[src/rtl/dmem_handshake_unit_pkg.sv]
// -----------------------------------------------------------------------------
// dmem_pkg
//  Shared definitions for the data memory handshake unit:
//   - RV32 load/store funct3 encodings
//   - FSM state type
//   - funct3 legality helper for loads and stores
// -----------------------------------------------------------------------------
package dmem_pkg;

   localparam logic [2:0] F3_B  = 3'b000;
   localparam logic [2:0] F3_H  = 3'b001;
   localparam logic [2:0] F3_W  = 3'b010;
   localparam logic [2:0] F3_BU = 3'b100;
   localparam logic [2:0] F3_HU = 3'b101;

   typedef enum logic [1:0] {
      IDLE,
      WAIT,
      RESP
   } dmem_state_t;

   // Stores only have signed-agnostic widths; loads add the unsigned variants.
   function automatic logic f3_legal(input logic write, input logic [2:0] f3);
      logic ok;
      ok = (f3 == F3_B) || (f3 == F3_H) || (f3 == F3_W);
      if (!write) begin
         ok = ok || (f3 == F3_BU) || (f3 == F3_HU);
      end
      return ok;
   endfunction

endpackage

[src/rtl/dmem_handshake_unit_if.sv]
// -----------------------------------------------------------------------------
// dmem_handshake_unit_if
//  Request/response bus of the data memory.
//   req_valid/req_ready   request handshake
//   req_write             1 = store, 0 = load
//   req_funct3            access width and sign
//   req_addr, req_wdata   byte address and store data
//   rsp_valid/rsp_ready   response handshake
//   rsp_rdata, rsp_err    load result and fault flag
//  master = requester (core side), slave = memory unit.
// -----------------------------------------------------------------------------
interface dmem_handshake_unit_if #(
   parameter int XLEN = 32
);
   logic            req_valid;
   logic            req_ready;
   logic            req_write;
   logic [2:0]      req_funct3;
   logic [XLEN-1:0] req_addr;
   logic [XLEN-1:0] req_wdata;
   logic            rsp_valid;
   logic            rsp_ready;
   logic [XLEN-1:0] rsp_rdata;
   logic            rsp_err;

   modport master (
      output req_valid, req_write, req_funct3, req_addr, req_wdata, rsp_ready,
      input  req_ready, rsp_valid, rsp_rdata, rsp_err
   );

   modport slave (
      input  req_valid, req_write, req_funct3, req_addr, req_wdata, rsp_ready,
      output req_ready, rsp_valid, rsp_rdata, rsp_err
   );
endinterface

[src/rtl/dmem_handshake_unit_lane_align.sv]
// -----------------------------------------------------------------------------
// dmem_lane_align
//  Combinational byte-lane logic for one memory word.
//   funct3      in   access width / sign
//   addr_lo     in   byte offset inside the word
//   old_word    in   current contents of the addressed word
//   wdata       in   store data (byte/half in the low bits)
//   store_word  out  old_word with only the addressed bytes replaced
//   load_val    out  addressed bytes, sign- or zero-extended
//   misalign    out  halfword on odd address or word on non-zero offset
// -----------------------------------------------------------------------------
module dmem_lane_align
   import dmem_pkg::*;
#(
   parameter int XLEN = 32
) (
   input  logic [2:0]      funct3,
   input  logic [1:0]      addr_lo,
   input  logic [XLEN-1:0] old_word,
   input  logic [XLEN-1:0] wdata,
   output logic [XLEN-1:0] store_word,
   output logic [XLEN-1:0] load_val,
   output logic            misalign
);

   logic [4:0]      sh;
   logic [XLEN-1:0] lane;
   logic [XLEN-1:0] shifted;

   always_comb begin
      sh       = 5'd0;
      lane     = '0;
      misalign = 1'b0;
      unique case (funct3)
         F3_B, F3_BU: begin
            sh   = {addr_lo, 3'b000};
            lane = {{(XLEN-8){1'b0}}, 8'hFF};
         end
         F3_H, F3_HU: begin
            sh       = {addr_lo[1], 4'b0000};
            lane     = {{(XLEN-16){1'b0}}, 16'hFFFF};
            misalign = addr_lo[0];
         end
         F3_W: begin
            lane     = '1;
            misalign = |addr_lo;
         end
         default: ;
      endcase

      // Selected lane is moved to bit 0 for loads; the lane mask and the
      // store data are moved up to the lane for stores.
      shifted = old_word >> sh;
      unique case (funct3)
         F3_B:    load_val = {{(XLEN-8){shifted[7]}}, shifted[7:0]};
         F3_BU:   load_val = {{(XLEN-8){1'b0}}, shifted[7:0]};
         F3_H:    load_val = {{(XLEN-16){shifted[15]}}, shifted[15:0]};
         F3_HU:   load_val = {{(XLEN-16){1'b0}}, shifted[15:0]};
         default: load_val = shifted;
      endcase

      store_word = (old_word & ~(lane << sh)) | ((wdata << sh) & (lane << sh));
   end

endmodule

[src/rtl/dmem_handshake_unit.sv]
// -----------------------------------------------------------------------------
// dmem_handshake_unit
//  Data memory with RV32 byte/half/word loads and stores behind a valid/ready
//  request and response handshake, with WAIT_STATES extra cycles before the
//  access. Misaligned, out-of-range and illegal-funct3 accesses fault with
//  rsp_err=1, rsp_rdata=0 and no memory change.
//   clk    in   rising-edge clock
//   reset  in   asynchronous active-low reset
//   bus    slave modport of dmem_handshake_unit_if (req_*/rsp_* handshake)
// -----------------------------------------------------------------------------
module dmem_handshake_unit
   import dmem_pkg::*;
#(
   parameter int XLEN        = 32,
   parameter int DEPTH_WORDS = 64,
   parameter int WAIT_STATES = 0
) (
   input  logic                 clk,
   input  logic                 reset,
   dmem_handshake_unit_if.slave bus
);

   localparam int AW = $clog2(DEPTH_WORDS);
   localparam int CW = (WAIT_STATES > 0) ? $clog2(WAIT_STATES + 1) : 1;
   localparam logic [CW-1:0] CNT_INIT = CW'((WAIT_STATES > 0) ? WAIT_STATES - 1 : 0);

   dmem_state_t     state, state_next;
   logic [CW-1:0]   cnt;
   logic            ready_q;
   logic [XLEN-1:0] rdata_q;
   logic            err_q;
   logic [XLEN-1:0] mem [DEPTH_WORDS];

   logic            lat_write;
   logic [2:0]      lat_f3;
   logic [XLEN-1:0] lat_addr;
   logic [XLEN-1:0] lat_wdata;

   logic            accept;
   logic            do_access;
   logic            acc_write;
   logic [2:0]      acc_f3;
   logic [XLEN-1:0] acc_addr;
   logic [XLEN-1:0] acc_wdata;
   logic [AW-1:0]   word_idx;
   logic            out_of_range;
   logic            fault;
   logic [XLEN-1:0] store_word;
   logic [XLEN-1:0] load_val;
   logic            misalign;

   assign accept = bus.req_valid && ready_q;

   // With zero wait states the access happens on the acceptance edge, so the
   // live request is used; otherwise the latched copy is.
   assign acc_write = (state == IDLE) ? bus.req_write  : lat_write;
   assign acc_f3    = (state == IDLE) ? bus.req_funct3 : lat_f3;
   assign acc_addr  = (state == IDLE) ? bus.req_addr   : lat_addr;
   assign acc_wdata = (state == IDLE) ? bus.req_wdata  : lat_wdata;

   assign do_access = ((state == IDLE) && accept && (WAIT_STATES == 0)) ||
                      ((state == WAIT) && (cnt == '0));

   assign word_idx     = acc_addr[AW+1:2];
   assign out_of_range = |(acc_addr >> (AW + 2));
   assign fault        = misalign || out_of_range || !f3_legal(acc_write, acc_f3);

   dmem_lane_align #(.XLEN(XLEN)) u_lane_align (
      .funct3     (acc_f3),
      .addr_lo    (acc_addr[1:0]),
      .old_word   (mem[word_idx]),
      .wdata      (acc_wdata),
      .store_word (store_word),
      .load_val   (load_val),
      .misalign   (misalign)
   );

   always_comb begin
      state_next    = state;
      bus.rsp_valid = (state == RESP);
      unique case (state)
         IDLE: if (accept) state_next = (WAIT_STATES > 0) ? WAIT : RESP;
         WAIT: if (cnt == '0) state_next = RESP;
         RESP: if (bus.rsp_ready) state_next = IDLE;
         default: state_next = IDLE;
      endcase
   end

   always_ff @(posedge clk or negedge reset) begin
      if (!reset) begin
         state <= IDLE;
      end else begin
         state <= state_next;
      end
   end

   // req_ready is registered from the next state so it is high exactly in IDLE.
   always_ff @(posedge clk or negedge reset) begin
      if (!reset) begin
         ready_q <= 1'b0;
         cnt     <= '0;
         rdata_q <= '0;
         err_q   <= 1'b0;
         for (int i = 0; i < DEPTH_WORDS; i++) begin
            mem[i] <= '0;
         end
      end else begin
         ready_q <= (state_next == IDLE);
         if ((state == IDLE) && accept) begin
            cnt <= CNT_INIT;
         end else if ((state == WAIT) && (cnt != '0)) begin
            cnt <= cnt - 1'b1;
         end
         if (do_access) begin
            rdata_q <= (fault || acc_write) ? '0 : load_val;
            err_q   <= fault;
            if (acc_write && !fault) begin
               mem[word_idx] <= store_word;
            end
         end
      end
   end

   always_ff @(posedge clk) begin
      if (accept) begin
         lat_write <= bus.req_write;
         lat_f3    <= bus.req_funct3;
         lat_addr  <= bus.req_addr;
         lat_wdata <= bus.req_wdata;
      end
   end

   assign bus.req_ready = ready_q;
   assign bus.rsp_rdata = rdata_q;
   assign bus.rsp_err   = err_q;

endmodule

[src/flat_wrapper.sv]
// flat-port wrapper written by rule: the top's interface ports become plain ports
module dmem_handshake_unit_flat import dmem_pkg::*;
#(
   parameter int XLEN        = 32,
   parameter int DEPTH_WORDS = 64,
   parameter int WAIT_STATES = 0
)
  (clk, reset, bus_req_valid, bus_req_write, bus_req_funct3, bus_req_addr, bus_req_wdata, bus_rsp_ready, bus_req_ready, bus_rsp_valid, bus_rsp_rdata, bus_rsp_err);
  dmem_handshake_unit_if #(.XLEN(XLEN)) bus_i ();
  input  logic clk;
  input  logic reset;
  input wire logic [$bits(bus_i.req_valid)-1:0] bus_req_valid;
  input wire logic [$bits(bus_i.req_write)-1:0] bus_req_write;
  input wire logic [$bits(bus_i.req_funct3)-1:0] bus_req_funct3;
  input wire logic [$bits(bus_i.req_addr)-1:0] bus_req_addr;
  input wire logic [$bits(bus_i.req_wdata)-1:0] bus_req_wdata;
  input wire logic [$bits(bus_i.rsp_ready)-1:0] bus_rsp_ready;
  output wire logic [$bits(bus_i.req_ready)-1:0] bus_req_ready;
  output wire logic [$bits(bus_i.rsp_valid)-1:0] bus_rsp_valid;
  output wire logic [$bits(bus_i.rsp_rdata)-1:0] bus_rsp_rdata;
  output wire logic [$bits(bus_i.rsp_err)-1:0] bus_rsp_err;
  assign bus_i.req_valid = bus_req_valid;
  assign bus_i.req_write = bus_req_write;
  assign bus_i.req_funct3 = bus_req_funct3;
  assign bus_i.req_addr = bus_req_addr;
  assign bus_i.req_wdata = bus_req_wdata;
  assign bus_i.rsp_ready = bus_rsp_ready;
  assign bus_req_ready = bus_i.req_ready;
  assign bus_rsp_valid = bus_i.rsp_valid;
  assign bus_rsp_rdata = bus_i.rsp_rdata;
  assign bus_rsp_err = bus_i.rsp_err;
  dmem_handshake_unit #(.XLEN(XLEN), .DEPTH_WORDS(DEPTH_WORDS), .WAIT_STATES(WAIT_STATES)) u_core (.clk(clk), .reset(reset), .bus(bus_i));
endmodule
[config.mk]
export PLATFORM = sky130hd
export DESIGN_NAME = dmem_handshake_unit_flat
export DESIGN_NICKNAME = d
export VERILOG_FILES = /design/src/rtl/dmem_handshake_unit_pkg.sv /design/src/rtl/dmem_handshake_unit_if.sv /design/src/rtl/dmem_handshake_unit_lane_align.sv /design/src/rtl/dmem_handshake_unit.sv /design/src/flat_wrapper.sv
export SDC_FILE = /design/constraint.sdc
export NUM_CORES = 2
export LEC_CHECK = 0
export ABC_AREA = 0
export ABC_CLOCK_PERIOD_IN_PS = 4580
export CAP_MARGIN = 20
export CORE_UTILIZATION = 63
export DETAILED_ROUTE_END_ITERATION = 8
export GPL_ROUTABILITY_DRIVEN = 0
export PLACE_DENSITY_LB_ADDON = 0.1
export SLEW_MARGIN = 25
export SYNTH_ARGS = -nofsm -noshare
export SYNTH_HDL_FRONTEND = slang
export SYNTH_SLANG_ARGS = --single-unit
[constraint.sdc]
create_clock -name clk -period 4.58 [get_ports clk]
set_clock_uncertainty 0.1 [all_clocks]
set_input_delay 0.687 -clock clk [delete_from_list [all_inputs] [get_ports clk]]
set_output_delay 0.687 -clock clk [all_outputs]
set_load 0.01 [all_outputs]
==> out/qor.yml <==
outcome:
  status: "finished, violations left"
  violations: "design-rule violations"
setup_path:
  ff2ff_path_depth: 12
  reg2reg_from: "u_core.state[0]"
  path_cells: "buf_12, buf_12, or4b_2, o21a_1, nor2_1, o21ai_0, and3_1, a31oi_1, or4b_1, mux2i_1, a21oi_2, o211ai_1"
  startpoint: "u_core.state[0]"
  cp_max_fo: 16
  cp_slowest_cell: "or4b_2"
  cp-start-kind: "register"
  critical-path-max-stage-delay_ns: 0.65
  path_class: "reg -> reg"
  endpoint_kind: "register"
  cp.required_ns: 5.17
  cp_common_cell: "buf_12"
  cp.arrival_ns: 5.17
yosys:
  yosysWarnings: 0
  synth_edf_count: 68
  yosysTopAreaCell: "dfrtp_1"
  async_reset_ff_share_pct: 96.84
  syn_nets: 10020
  netlist.area_leader.share_pct: 56.08
  yosysUniqueCellTypes: 93
  ys_ff_latch: 2153
  ys.flop_type: "dfrtp_1"
  synthCells: 9951
  syn-cell-area_um2: 93040
  synthTopCellsByArea: "dfrtp_1, nand2_1, o21ai_0, a21oi_1, o22ai_1"
  avgSynthCellArea_um2: 9.349
  ys_seq_area_share_pct: 58.28
layout:
  layout-area-overhead-vs-synth_pct: 19.71
  stdcell_area_um2: 111400
  most-common-layout-cells: "dfrtp_1, nand2_1, o21ai_0"
  final_common_cell: "dfrtp_1"
  layout.nets: 10490
  drive_gt1_share_pct: 16.09
worst_hold_path:
  holdCritStartpoint: "bus_req_addr[17]"
  min_path_type: "in -> reg"
  holdPathStages: 1
sta:
  period_minus_slack_ns: 4.575
  maxSlewViolCount: 0
  worst_pin_slew_ns: 1.128
  fin_crit_sh_pct: 99.89
  setup_viol: 0
  max-slew-margin-rel_pct: 24.50
  fin_hold_ws_ns: 0.3195
  hold_viol: 0
  clock.fmax_ghz: 0.2186
clock_network:
  clkLatencyLatePin_ns: 0.86
  cts_htree_levels: 4
  cts-root-buf: "clkbuf_16"
  cts-buffers-inserted: 213
  cts_tree: "built"
  clkSinkCount: 2153
  cts.path.max_buffers: 3
  path_clk_slew_ns: 0.06
global_route:
  grt_pass1_wl_um: 531700
  grt_pass1_vias: 82450
  grt_max_degree: 123
  grt.overflow.total: 0
  grt.total_usage_pct: 48.50
  antenna_found_initial: 17
routing:
  avgViaCountPerCell: 6.895
  ant_nets: 0
  drc: 2
  wl_per_cell_um: 28.93
  drt_wl_total_um: 362200
  first_pass_iters: 9
  first_iter_violations: 12690
  vias: 86320
power:
  p_leak_nw: 51.32
  total_power_w: 0.06004
  peakVddDrop_uv: 630.2
  p_per_area_nw_per_um2: 539.1
floorplan:
  core-area_um2: 146100
  die_area_um2: 149200
  fp.dieH_um: 386.3
  placementRows: 140
  start_util_pct: 63.68
  die_x_um: 386.3
  pin_count: 107
flow_run:
  maxCapViolations: 0
placement:
  post-dp-hpwl_um: 234700
  io_buffer_count: 106
  postPlaceCellArea_um2: 103600
## where the power goes
part	switching [W]	leakage (nW)	total, W	internal (W)
combinational	0.0153	17.9	0.0225	0.00719
clock	0.00778	3.61	0.0183	0.0105
sequential	0.0000543	29.8	0.0193	0.0192
total	0.0231	51.3	0.0600	0.0369
## layer usage
layer	vias up	routed length (um)	track usage [%]
met2	7090	150100	67.77
met4	18	27130	30.18
li1	35710	-	-
met5	-	132	0
met3	1693	58350	20.23
met1	41810	126400	62.59
## synthesized netlist by cell type (all sizes together) (5+ instances only)
master and number:
a2111oi 7, a211o 7, a211oi 22, a21o 10, a21oi 813, a22oi 19, a31oi 50, a32o 41
a32oi 23, and2 8, and3 33, buf 329, clkbuf 600, dfrtp 2085, edfxtp 68, inv 8
mux2 18, mux2i 105, mux4 15, nand2 2107, nand2b 9, nand3 42, nand4 10, nor2 749
nor2b 12, nor3 99, nor4 140, nor4b 5, o2111ai 8, o211ai 24, o21ai 1724, o221ai 36
o22a 27, o22ai 577, o31ai 13, o41ai 8, or2 10, or3 11, or4 34
## per-stage QoR
step	worst slack, ns	utilization [%]	cells	setup TNS (ns)
detailed placement	-0.8163	70.94	12100	-702.95
floorplan	0.9244	-	9951	0
finish	0.005190	76.24	12520	0
global placement	-0.7653	70.94	12100	-599.85
CTS	0.008758	75.98	12500	0
global route	-0.03759	76.23	12510	-0.1067
## cell type report
| type | count | area (um2) |
|---|---|---|
| diodes | 5 | 12.51 |
| flip-flops and latches | 2153 | 54220 |
| clock inverters | 73 | 935.9 |
| repair buffers | 1177 | 12290 |
| clock buffers | 325 | 6374 |
| multi-input cells | 6861 | 35110 |
| well taps | 1917 | 2399 |
| inverters | 8 | 30.03 |
| fillers | 9781 | 34720 |
## cell families after synthesis
kind of cell	after synthesis	share of synthesized area (%)
flip-flops	2153	58.28
buffers and inverters	937	4.809
AND/OR/NAND/NOR	3286	14.44
AO/OA/AOI/OAI	3437	20.76
multiplexers	138	1.715
## worst paths after layout
kind	end	slack [ns]
min reg2reg	u_core.mem[699]	0.38
max in group asynchronous	u_core.mem[944]	2.58
min in group asynchronous	u_core.mem[1316]	0.36
max	u_core.bus.rsp_rdata[22]	0.005
min	u_core.lat_addr[17]	0.32
max reg2reg	u_core.bus.rsp_rdata[22]	0.005
## registers in the layout, indices dropped and copies added, names as in the netlist
name and count:
u_core.mem 2048, u_core.bus.rsp_rdata 32, u_core.lat_addr 32, u_core.lat_wdata 32, u_core.lat_f3 3, u_core.state 2, u_core.bus.req_ready 1, u_core.bus.rsp_err 1
u_core.cnt 1, u_core.lat_write 1
## what timing repair did
action,CTS,global route
setup buffers,0,10
resized for setup,7,38
pin swaps,0,5
setup endpoints to repair,280,1428
endpoints found under the hold margin,85,0
hold buffers,1,0
cloned,0,1
## critical path: cells and delay by family (launching register included)
kind	cells	cell delay [ns]
AO/OA/AOI/OAI	5	1.80
buffers and inverters	2	0.33
flip-flops	1	0.48
multiplexers	1	0.17
AND/OR/NAND/NOR	4	1.51
No activity file was read; power rests on OpenSTA's default activity.
